<file path="config.mk">
export PLATFORM = sky130hd
export DESIGN_NAME = multicycle_controller
export DESIGN_NICKNAME = d
export VERILOG_FILES = /design/src/rtl/riscv_pkg.sv /design/src/rtl/instr_classifier.sv /design/src/rtl/multicycle_controller.sv
export SDC_FILE = /design/constraint.sdc
export NUM_CORES = 1
export LEC_CHECK = 0
export CAP_MARGIN = 0
export CORE_ASPECT_RATIO = 1.1
export CORE_UTILIZATION = 50
export DETAILED_ROUTE_END_ITERATION = 7
export PLACE_DENSITY_LB_ADDON = 0.05
export SLEW_MARGIN = 20
export SYNTH_ARGS = -nofsm -noshare
export SYNTH_HDL_FRONTEND = slang
export SYNTH_SLANG_ARGS = --single-unit
</file>
<file path="constraint.sdc">
create_clock -name i_clk -period 5.45 [get_ports i_clk]
set_clock_uncertainty 0.2 [all_clocks]
set_input_delay 1.09 -clock i_clk [delete_from_list [all_inputs] [get_ports i_clk]]
set_output_delay 1.09 -clock i_clk [all_outputs]
set_load 0.005 [all_outputs]
</file>
<file path="src/rtl/riscv_pkg.sv">
// Shared RV32I control definitions: opcodes, controller states, instruction
// classes and datapath select encodings.
package riscv_pkg;

   localparam logic [6:0] OPC_I      = 7'b0010011;
   localparam logic [6:0] OPC_STORE  = 7'b0100011;
   localparam logic [6:0] OPC_LOAD   = 7'b0000011;
   localparam logic [6:0] OPC_BRANCH = 7'b1100011;
   localparam logic [6:0] OPC_JALR   = 7'b1100111;
   localparam logic [6:0] OPC_JAL    = 7'b1101111;
   localparam logic [6:0] OPC_AUIPC  = 7'b0010111;
   localparam logic [6:0] OPC_LUI    = 7'b0110111;
   localparam logic [6:0] OPC_OP     = 7'b0110011;

   typedef enum logic [2:0] {
      S_FETCH,
      S_DECODE,
      S_EXEC,
      S_MEM,
      S_WB,
      S_TRAP
   } state_e;

   typedef enum logic [3:0] {
      CLS_OP,
      CLS_OPIMM,
      CLS_LOAD,
      CLS_STORE,
      CLS_BRANCH,
      CLS_JAL,
      CLS_JALR,
      CLS_AUIPC,
      CLS_LUI,
      CLS_NONE
   } instr_class_e;

   localparam logic ALU_A_RS1 = 1'b0;
   localparam logic ALU_A_PC  = 1'b1;
   localparam logic ALU_B_RS2 = 1'b0;
   localparam logic ALU_B_IMM = 1'b1;

   localparam logic [1:0] WB_ALU = 2'd0;
   localparam logic [1:0] WB_MEM = 2'd1;
   localparam logic [1:0] WB_PC4 = 2'd2;
   localparam logic [1:0] WB_IMM = 2'd3;

endpackage

</file>
<file path="src/rtl/instr_classifier.sv">
// Maps a 7-bit opcode onto an instruction class and flags opcodes the core
// does not implement.
import riscv_pkg::*;

module instr_classifier (
   input  logic [6:0]   opcode,
   output instr_class_e cls,
   output logic         legal
);

   always_comb begin
      cls   = CLS_NONE;
      legal = 1'b1;
      case (opcode)
         OPC_OP:     cls = CLS_OP;
         OPC_I:      cls = CLS_OPIMM;
         OPC_LOAD:   cls = CLS_LOAD;
         OPC_STORE:  cls = CLS_STORE;
         OPC_BRANCH: cls = CLS_BRANCH;
         OPC_JAL:    cls = CLS_JAL;
         OPC_JALR:   cls = CLS_JALR;
         OPC_AUIPC:  cls = CLS_AUIPC;
         OPC_LUI:    cls = CLS_LUI;
         default:    legal = 1'b0;
      endcase
   end

endmodule

</file>
<file path="src/rtl/multicycle_controller.sv">
// Multicycle RV32I control unit: owns PC and IR, sequences each instruction
// through FETCH/DECODE/EXEC/MEM/WB and drives the datapath selects.
import riscv_pkg::*;

module multicycle_controller #(
   parameter logic [31:0] RESET_PC = 32'h0000_0000
) (
   input  logic        i_clk,
   input  logic        i_rst,
   output logic        o_imem_req,
   input  logic        i_imem_valid,
   input  logic [31:0] i_imem_rdata,
   output logic        o_dmem_req,
   output logic        o_dmem_we,
   input  logic        i_dmem_valid,
   input  logic [31:0] i_alu_result,
   input  logic        i_branch_taken,
   output logic [31:0] o_pc,
   output logic [6:0]  o_opcode,
   output logic [4:0]  o_rd,
   output logic [2:0]  o_funct3,
   output logic [4:0]  o_rs1,
   output logic [4:0]  o_rs2,
   output logic [6:0]  o_funct7,
   output logic        o_alu_a_sel,
   output logic        o_alu_b_sel,
   output logic [1:0]  o_wb_sel,
   output logic        o_rf_we,
   output logic        o_illegal,
   output logic [31:0] o_instret
);

   state_e       state_q, state_d;
   logic [31:0]  pc_q, pc_d;
   logic [31:0]  ir_q, ir_d;
   logic [31:0]  instret_q, instret_d;
   logic         illegal_q, illegal_d;
   logic         retire;
   logic [31:0]  pc_plus4;
   instr_class_e cls;
   logic         legal;

   instr_classifier u_classifier (
      .opcode (ir_q[6:0]),
      .cls    (cls),
      .legal  (legal)
   );

   assign pc_plus4 = pc_q + 32'd4;

   // PC and instret only move in the last cycle of an instruction (retire).
   always_comb begin
      state_d   = state_q;
      pc_d      = pc_q;
      ir_d      = ir_q;
      illegal_d = illegal_q;
      retire    = 1'b0;
      case (state_q)
         S_FETCH: begin
            if (i_imem_valid) begin
               ir_d    = i_imem_rdata;
               state_d = S_DECODE;
            end
         end
         S_DECODE: begin
            state_d   = legal ? S_EXEC : S_TRAP;
            illegal_d = illegal_q | ~legal;
         end
         S_EXEC: begin
            case (cls)
               CLS_LOAD, CLS_STORE: state_d = S_MEM;
               CLS_BRANCH: begin
                  state_d = S_FETCH;
                  retire  = 1'b1;
                  pc_d    = i_branch_taken ? i_alu_result : pc_plus4;
               end
               default: state_d = S_WB;
            endcase
         end
         S_MEM: begin
            if (i_dmem_valid) begin
               if (cls == CLS_LOAD) begin
                  state_d = S_WB;
               end else begin
                  state_d = S_FETCH;
                  retire  = 1'b1;
                  pc_d    = pc_plus4;
               end
            end
         end
         S_WB: begin
            state_d = S_FETCH;
            retire  = 1'b1;
            case (cls)
               CLS_JAL:  pc_d = i_alu_result;
               CLS_JALR: pc_d = {i_alu_result[31:1], 1'b0};
               default:  pc_d = pc_plus4;
            endcase
         end
         S_TRAP:  state_d = S_TRAP;
         default: state_d = S_FETCH;
      endcase
      instret_d = retire ? instret_q + 32'd1 : instret_q;
   end

   always_ff @(posedge i_clk or posedge i_rst) begin
      if (i_rst) begin
         state_q   <= S_FETCH;
         pc_q      <= RESET_PC;
         ir_q      <= 32'd0;
         instret_q <= 32'd0;
         illegal_q <= 1'b0;
      end else begin
         state_q   <= state_d;
         pc_q      <= pc_d;
         ir_q      <= ir_d;
         instret_q <= instret_d;
         illegal_q <= illegal_d;
      end
   end

   // Selects are decoded from the IR class; they only matter in EXEC/WB.
   always_comb begin
      o_alu_a_sel = ALU_A_RS1;
      o_alu_b_sel = ALU_B_IMM;
      o_wb_sel    = WB_ALU;
      case (cls)
         CLS_OP:     o_alu_b_sel = ALU_B_RS2;
         CLS_LOAD:   o_wb_sel    = WB_MEM;
         CLS_JALR:   o_wb_sel    = WB_PC4;
         CLS_LUI:    o_wb_sel    = WB_IMM;
         CLS_BRANCH: o_alu_a_sel = ALU_A_PC;
         CLS_AUIPC:  o_alu_a_sel = ALU_A_PC;
         CLS_JAL: begin
            o_alu_a_sel = ALU_A_PC;
            o_wb_sel    = WB_PC4;
         end
         default: ;
      endcase
   end

   // Requests and enables are gated by reset so an abort drops them at once.
   assign o_imem_req = (state_q == S_FETCH) & ~i_rst;
   assign o_dmem_req = (state_q == S_MEM) & ~i_rst;
   assign o_dmem_we  = (state_q == S_MEM) & (cls == CLS_STORE) & ~i_rst;
   assign o_rf_we    = (state_q == S_WB) & (ir_q[11:7] != 5'd0) & ~i_rst;

   assign o_pc      = pc_q;
   assign o_instret = instret_q;
   assign o_illegal = illegal_q;
   assign o_opcode  = ir_q[6:0];
   assign o_rd      = ir_q[11:7];
   assign o_funct3  = ir_q[14:12];
   assign o_rs1     = ir_q[19:15];
   assign o_rs2     = ir_q[24:20];
   assign o_funct7  = ir_q[31:25];

endmodule

</file>
==> results of run 1 <==
[final cells by class]
cell class	count	share of cell area [%]
Sequential cell	100	34.6
Multi-Input combinational cell	365	35.0
Inverter	14	0.797
Clock inverter	6	0.745
Clock buffer	10	1.77
Timing Repair Buffer	179	24.6
Tap cell	140	2.42
[power by group]
part	switching (mW)	internal, mW
clock	0.288	0.176
sequential	0.303	1.00
combinational	0.736	0.880
total	1.33	2.06
[synth_stat cells (2+ instances only)]
library cell	n	area, sq um
ha_1	2	25.0
and2_1	6	37.5
nor2_1	20	75.1
nand4b_1	2	17.5
buf_2	11	55.1
mux2_2	32	360
and4_1	5	43.8
xnor2_1	26	228
nand4_1	24	150
a21oi_1	24	120
o2111ai_1	3	26.3
buf_1	2	7.51
xor2_1	5	43.8
a41oi_1	2	17.5
a22oi_1	8	60.1
mux2i_1	4	40.0
or2_2	4	25.0
o21a_1	3	22.5
buf_6	3	33.8
a2bb2oi_1	7	61.3
a31oi_1	9	56.3
nand2b_1	2	12.5
a31o_2	2	17.5
o2bb2a_1	7	70.1
or3_1	2	12.5
nand3_1	34	170
clkbuf_1	17	63.8
inv_1	14	52.6
o22ai_1	11	68.8
nor2b_1	3	18.8
buf_4	3	22.5
and3_1	12	75.1
nor3_1	18	90.1
o21ai_0	28	140
dfrtp_1	100	2500
o22a_1	7	61.3
nand2_1	29	109
o211ai_1	3	22.5
nor4_1	4	25.0
[metal layers]
layer	vias to the layer above	share of wire (%)	global-route usage [%]
met5	-	0	0
met4	0	1.3	9.87
met3	14	7.7	6.54
met2	192	49	43.2
met1	2338	42	32.0
li1	2215	-	-
[kinds of logic after synthesis]
| kind of cell | share of synthesized area [%] |
|---|---|
| fa+ha+maj | 0.479 |
| mux | 7.66 |
| simple gates | 18.4 |
| buf+inv | 4.50 |
| xor+xnor | 5.20 |
| flops | 47.9 |
| compound gates | 15.9 |
[sequential cells by signal, summed over array words and instances, names as in the netlist]
signal     flops
o_pc          32
o_illegal      1
o_instret     32
state_q        3
ir_q          32
[critical path: cells and delay by family (launching register included)]
kind,cells,cell delay [ps]
buf+inv,1,560
flops,1,540
simple gates,3,1240
[worst max path at each step]
stage	endpoint	slack (ps)	cells after the start
2_1_floorplan	ir_q[0]$_DFFE_PP0P_	1540	1
3_3_place_gp	o_pc[13]$_DFFE_PP0P_	1680	7
6_report	o_dmem_we	1440	4
3_5_place_dp	o_dmem_we	1620	3
5_1_grt	o_dmem_we	1340	4
4_1_cts	o_dmem_we	1430	4
==> flow_summary.ini, run 1 <==
[outcome]
outcome = finished clean

[clocking]
cts_buffers = 9
clkSlewWorstSetupHoldPaths_ps = 110
cts_resized = 0
cts-htree-levels = 3
cts-root-buf = clkbuf_8
clockBufferDepth = 2
cts_tree = done
post_cts_buffers = 0
cts_num_sinks = 100
clk_latency_ps = 380
hold_buffers = 0

[synth]
async_reset_ff_share_pct = 100
ys_seq_area_share_pct = 47.9
synth-edff-count = 0
synth.distinct_cells = 56
syn_inst = 515
ys.flop_type = dfrtp_1
syn_area_per_cell_sq_um = 10.1
syn_area_sq_mm = 0.00523
syn_nets = 586
yosysWarnings = 0
ys_ff_latch = 100

[setup_path]
end_kind = primary output
critPathSlowestCell = or4bb_1
critical_path_class = flop to primary output
critPathLaunchType = flop
crit_start = ir_q[2]$_DFFE_PP0P_
critPathMaxStageDelay_ps = 620
cp_max_fo = 13
r2r.worst_path.cells = 6
r2r-end = o_instret[9]$_DFFE_PP0P_
worstPathRequired_ps = 4160
arrival_ps = 2720
crit_path_cell_trace = or4bb_1 > or2_2 > nor4_1 > clkdlybuf4s50_1
r2r_slack_ps = 2200
r2r-start = ir_q[4]$_DFFE_PP0P_

[timing]
tns_ps = 0
worst_pin_slew_ps = 975
setup_viol = 0
slew_viol_final = 0
relSlewSlack_pct = 35.0
finalCritPeriodShare_pct = 73.5
fmax_ghz = 0.250
fin_crit_ps = 4010
grt_setup_unrepaired = no
setup_ws_ps = 1440
hold_viol = 0
whs_ps = 279

[finish]
area_growth_pct = 38.3
fillers = 743
layout_commonest_cell = clkdlybuf4s50_1
fin_nets = 740
most-common-layout-cells = 173 x clkdlybuf4s50_1, 100 x dfrtp_1, 34 x nand3_1
instances_no_fill = 814
ff_latch_area_sq_mm = 0.00250
multi_input_area_sq_mm = 0.00253
drive_above_1_share_pct = 10.2
diodes = 0
post-route-util_pct = 72.0
final_cell_area_sq_mm = 0.00723

[route]
num_vias = 4759
vias_per_cell = 5.85
wire_per_inst_um = 16.9
drtAntennaViolNets = 0
wirelength_um = 13800
drt-initial-drc-count = 302
first_pass_iters = 4
drc = 0

[placed_design]
gp_congestion = 0.812
port_buffers = 173
dp.cells = 798
dp_hpwl_um = 9410
placed_cell_area_sq_mm = 0.00703
pre_cts_ws_ps = 1620

[global_route]
grt_max_degree = 85
gr-total-overflow = 0
grt_pass1_wl_um = 22000
antenna_found_initial = 0
grt_pass1_vias = 4542
track_usage_pct = 25.7

[power]
power_leakage_nw = 2.77
vdd_drop_max_uv = 263
p_total_mw = 3.38
power.density_mw_per_mm2 = 468

[floorplanning]
core-area_sq_mm = 0.0100
die-area_sq_mm = 0.0109
chipWidth_um = 99.5
dieHeight_um = 109
initial_core_util_pct = 52.1
row_count = 38
pin_count = 174

[hold_path]
hold_path_class = flop to flop
hp-start = o_instret[31]$_DFFE_PP0P_
hold_end = o_instret[31]$_DFFE_PP0P_
worstHoldPathCells = 1

[run]
max_cap_violations = 0
No activity file was read; power rests on OpenSTA's default activity.
==> inputs of run 2 (changes only) <==
Settings changed: CORE_UTILIZATION 50 to 46.
Clock period 5.45 ns to 4.2 ns, I/O delays scaled along.
==> run 2 against run 1 <==
  * Via count is 2.2% lower
  * Combinational power rose by 30%
  * Sequential share of layout area decreased by 0.70 points
  * First-iteration DRC count fell by 17%
  * Power increased by 37%
  * Register-to-register slack lost 1200 ps
  * Sequential cell count did not move
  * Critical endpoint unchanged
  * Non-clock buffer count rose by 5
  * Clock power up 78%
  * Global-route usage fell by 1.7 points
  * Largest cell class unchanged
  * Clock-buffer cell count decreased by 1
  * Sequential power rose by 31%
==> flow_summary.ini, run 2 (synthesized netlist as in run 1, its figures left out) <==
[clocking]
cts_tree = done
clkSlewWorstSetupHoldPaths_ps = 70
cts_buffers = 9
cts-htree-levels = 3
cts_resized = 0
cts_num_sinks = 100
clockBufferDepth = 2
cts-root-buf = clkbuf_16
hold_buffers = 0
post_cts_buffers = 0
clk_latency_ps = 350

[hold_path]
hp-start = o_illegal$_DFFE_PP0N_
worstHoldPathCells = 1
hold_end = o_illegal$_DFFE_PP0N_
hold_path_class = flop to flop

[placed_design]
placed_cell_area_sq_mm = 0.00708
port_buffers = 173
dp_hpwl_um = 9600
gp_congestion = 0.849

[route]
vias_per_cell = 5.63
drt-initial-drc-count = 250
num_vias = 4653
wire_per_inst_um = 16.9
drc = 0
wirelength_um = 14000
drtAntennaViolNets = 0
first_pass_iters = 4

[floorplanning]
chipWidth_um = 104
die-area_sq_mm = 0.0118
row_count = 40
core-area_sq_mm = 0.0110
pin_count = 174
initial_core_util_pct = 47.5
dieHeight_um = 114

[finish]
drive_above_1_share_pct = 11.2
post-route-util_pct = 67.0
most-common-layout-cells = 173 x clkdlybuf4s50_1, 100 x dfrtp_1, 34 x nand3_1
layout_commonest_cell = clkdlybuf4s50_1
fin_nets = 745
area_growth_pct = 41.1
diodes = 0
fillers = 864
final_cell_area_sq_mm = 0.00737

[timing]
tns_ps = 0
relSlewSlack_pct = 42.7
worst_pin_slew_ps = 860
grt_setup_unrepaired = no
slew_viol_final = 0
whs_ps = 287
fin_crit_ps = 3610
fmax_ghz = 0.277
finalCritPeriodShare_pct = 86.0
setup_viol = 0
hold_viol = 0

[setup_path]
r2r.worst_path.cells = 7
critical_path_class = flop to primary output
critPathLaunchType = flop
r2r_slack_ps = 1040
worstPathRequired_ps = 3160
end_kind = primary output
arrival_ps = 2570
r2r-start = state_q[1]$_DFFE_PP0P_
cp_max_fo = 13
r2r-end = o_pc[5]$_DFFE_PP0P_

[global_route]
antenna_found_initial = 0
grt_pass1_wl_um = 22600
gr-total-overflow = 0
track_usage_pct = 24.0
grt_max_degree = 68
grt_pass1_vias = 4506

[run]
max_cap_violations = 0

[outcome]
outcome = finished clean

[power]
vdd_drop_max_uv = 336
power_leakage_nw = 2.83
power.density_mw_per_mm2 = 628
run 2: cell count changes in the layout (fill, tap and decap cells not counted), sizes merged:
cell	change
buf	+5
clkbuf	-1
clkinvlp	+1
run 2: worst max path at each step:
stage	start	endpoint	cells after the start	slack, ps
2_1_floorplan	i_rst	ir_q[0]$_DFFE_PP0P_	1	540
3_3_place_gp	i_rst	o_dmem_we	3	940
3_5_place_dp	i_rst	o_dmem_we	3	950
4_1_cts	ir_q[2]$_DFFE_PP0P_	o_dmem_we	4	580
5_1_grt	ir_q[2]$_DFFE_PP0P_	o_dmem_we	4	430
6_report	ir_q[2]$_DFFE_PP0P_	o_dmem_we	4	590
run 2: layer usage:
layer | wire length, um | vias up | share of wire [%] | track usage [%]
met5 | 0 | - | 0 | 0
met4 | 211 | 0 | 1.5 | 8.50
met3 | 763 | 16 | 5.5 | 5.20
met2 | 6850 | 147 | 49 | 39.6
met1 | 6130 | 2255 | 44 | 31.5
li1 | - | 2235 | - | -
run 2: cell type report:
cell class	instances	area (sq um)	area share, %
Multi-Input combinational cell	365	2530	34.3
Sequential cell	100	2500	33.9
Timing Repair Buffer	184	1810	24.6
Clock buffer	9	225	3.05
Tap cell	147	184	2.49
Clock inverter	7	63.8	0.865
Inverter	14	55.1	0.747
run 2: worst max-delay path, cell delays in order (launching register included):
cell and delay, ps:
dfrtp_1 510, or4bb_1 610, or2_2 320, nor4_1 230
clkdlybuf4s50_1 550
run 2: stage by stage:
step	setup slack, ps	power, mW	std cells
2_1_floorplan	541	2.79	515
3_3_place_gp	937	3.75	810
3_5_place_dp	950	3.81	810
4_1_cts	580	4.64	826
5_1_grt	428	4.91	826
6_report	586	4.63	826
run 2: where the power goes:
group	switching [mW]	internal (mW)
combinational	0.951	1.16
clock	0.408	0.416
sequential	0.396	1.30
total	1.76	2.87
==> inputs of run 3 (changes only) <==
Settings changed: CORE_UTILIZATION 46 to 42.
Clock period 4.2 ns to 3 ns, I/O delays scaled along.
==> run 3 against run 2 <==
  * Final cell count up 1.8%
  * Combinational power rose by 49%
  * Clock-buffer cell count up 2
  * Sequential share of layout area is 0.56 points lower
  * First-iteration DRC count down 3.6%
  * Worst setup slack got worse by 470 ps
  * Critical path depth unchanged
  * Sequential cell count stayed put
==> flow_summary.ini, run 3 (synthesized netlist as in run 1, its figures left out) <==
[global_route]
grt_pass1_wl_um = 23400
grt_pass1_vias = 4658
grt_max_degree = 58
gr-total-overflow = 0
antenna_found_initial = 0
track_usage_pct = 23.2

[setup_path]
crit_start = ir_q[0]$_DFFE_PP0P_
end_kind = primary output
r2r-start = ir_q[0]$_DFFE_PP0P_
critPathLaunchType = flop
worstPathRequired_ps = 2200
cp_max_fo = 5
arrival_ps = 2080
critical_path_class = flop to primary output

[timing]
fmax_ghz = 0.347
hold_viol = 0
slew_viol_final = 0
finalCritPeriodShare_pct = 96.0
worst_pin_slew_ps = 635
fin_crit_ps = 2880
grt_setup_unrepaired = no
tns_ps = 0
relSlewSlack_pct = 57.5
setup_viol = 0

[run]
max_cap_violations = 0

[floorplanning]
die-area_sq_mm = 0.0129
initial_core_util_pct = 43.2
pin_count = 174
chipWidth_um = 108
core-area_sq_mm = 0.0121
dieHeight_um = 119
row_count = 42

[power]
vdd_drop_max_uv = 422
power.density_mw_per_mm2 = 877
power.share.sequential_pct = 35.1
p_sw_share_pct = 36.9
p_switching_mw = 2.43
power_leakage_nw = 2.90
combPwrFrac_pct = 47.8
pwr-share-clk_pct = 17.1
intPower_mw = 4.16

[finish]
drive_above_1_share_pct = 12.7
layout_commonest_cell = clkdlybuf4s50_1
most-common-layout-cells = 172 x clkdlybuf4s50_1, 98 x dfrtp_1, 34 x nand3_1
diodes = 0
instances_no_fill = 841
area_growth_pct = 43.6
post-route-util_pct = 62.1
fin_nets = 754

[clocking]
hold_buffers = 0
clkSlewWorstSetupHoldPaths_ps = 70
cts-root-buf = clkbuf_16
cts_tree = done
clk_latency_ps = 350
clockBufferDepth = 2
cts_num_sinks = 100
cts_buffers = 9
cts-htree-levels = 3

[placed_design]
dp_hpwl_um = 10100
port_buffers = 173
dp.cells = 826
gp_congestion = 0.850

[hold_path]
hold_path_class = flop to flop
hp-start = o_illegal$_DFFE_PP0N_

[outcome]
outcome = finished clean

[route]
drc = 0
first_pass_iters = 4
drtAntennaViolNets = 0
drt-initial-drc-count = 241
vias_per_cell = 5.70
num_vias = 4795
wirelength_um = 14300
wire_per_inst_um = 17.0
## run 3: cell count changes in the layout (fill, tap and decap cells not counted), sizes merged
cell           before  now
buf                11   20
inv                18   13
clkinv              1    4
clkbuf              9   11
clkdlybuf4s50     173  172
clkinvlp            2    1
dlygate4sd2         0    1
## run 3: what timing repair did
action / in CTS / in global routing
gates resized for setup: 3 / 2
pin swaps: 0 / 0
buffers inserted: 0 / 0
endpoints found under the hold margin: 0 / 0
setup endpoints to repair: 2 / 2
## run 3: worst paths after layout
check / endpoint / slack [ps] / cells past startpoint
worst max register to register: o_pc[29]$_DFFE_PP0P_ / 260 / 6
max in group asynchronous: ir_q[10]$_DFFE_PP0P_ / 1400 / 3
worst max-delay path: o_dmem_we / 120 / 4
min in group asynchronous: o_illegal$_DFFE_PP0N_ / 600 / 2
worst min-delay path: o_illegal$_DFFE_PP0N_ / 280 / 1
worst min register to register: o_illegal$_DFFE_PP0N_ / 280 / 1
## run 3: routing by layer
| layer | GRT usage (%) | up-vias | wire, um |
|---|---|---|---|
| met5 | 0 | - | 0 |
| met4 | 8.70 | 0 | 225 |
| met3 | 5.97 | 14 | 1100 |
| met2 | 37.1 | 185 | 6910 |
| met1 | 30.1 | 2347 | 6090 |
| li1 | - | 2249 | - |
## run 3: final cells by class
class | count | area [sq um]
sequential | 100 | 2500
inverter | 14 | 56.3
timing repair buffer | 193 | 1930
fill | 1065 | 4580
clock inverter | 4 | 35.0
tap | 154 | 193
clock buffer | 11 | 253
multi-input combinational | 365 | 2530
## run 3: worst max-delay path: stages, from the launching register on
cell	delay, ps
dfrtp_1	390
or4bb_1	510
or2_2	310
nor4_2	250
dlygate4sd2_1	270
## run 3: power by group through the flow
stage / combinational [mW] / sequential, mW / clock [mW]
after floorplan: 1.66 / 2.25 / 0
after global routing: 3.44 / 2.39 / 1.20
after CTS: 3.16 / 2.31 / 1.16
after detailed placement: 3.15 / 2.32 / 0
after global placement: 3.10 / 2.29 / 0
final: 3.15 / 2.31 / 1.13
## run 3: metrics by stage
| stage | power, mW | area (sq um) | hold WS (ps) | setup WS (ps) |
|---|---|---|---|---|
| 2_1_floorplan | 3.91 | 5230 | 266 | 553 |
| 3_3_place_gp | 5.39 | 7210 | 260 | 226 |
| 3_5_place_dp | 5.47 | 7210 | 272 | 157 |
| 4_1_cts | 6.63 | 7500 | 288 | 44.4 |
| 5_1_grt | 7.03 | 7500 | 310 | 18.4 |
| 6_report | 6.58 | 7500 | 282 | 119 |
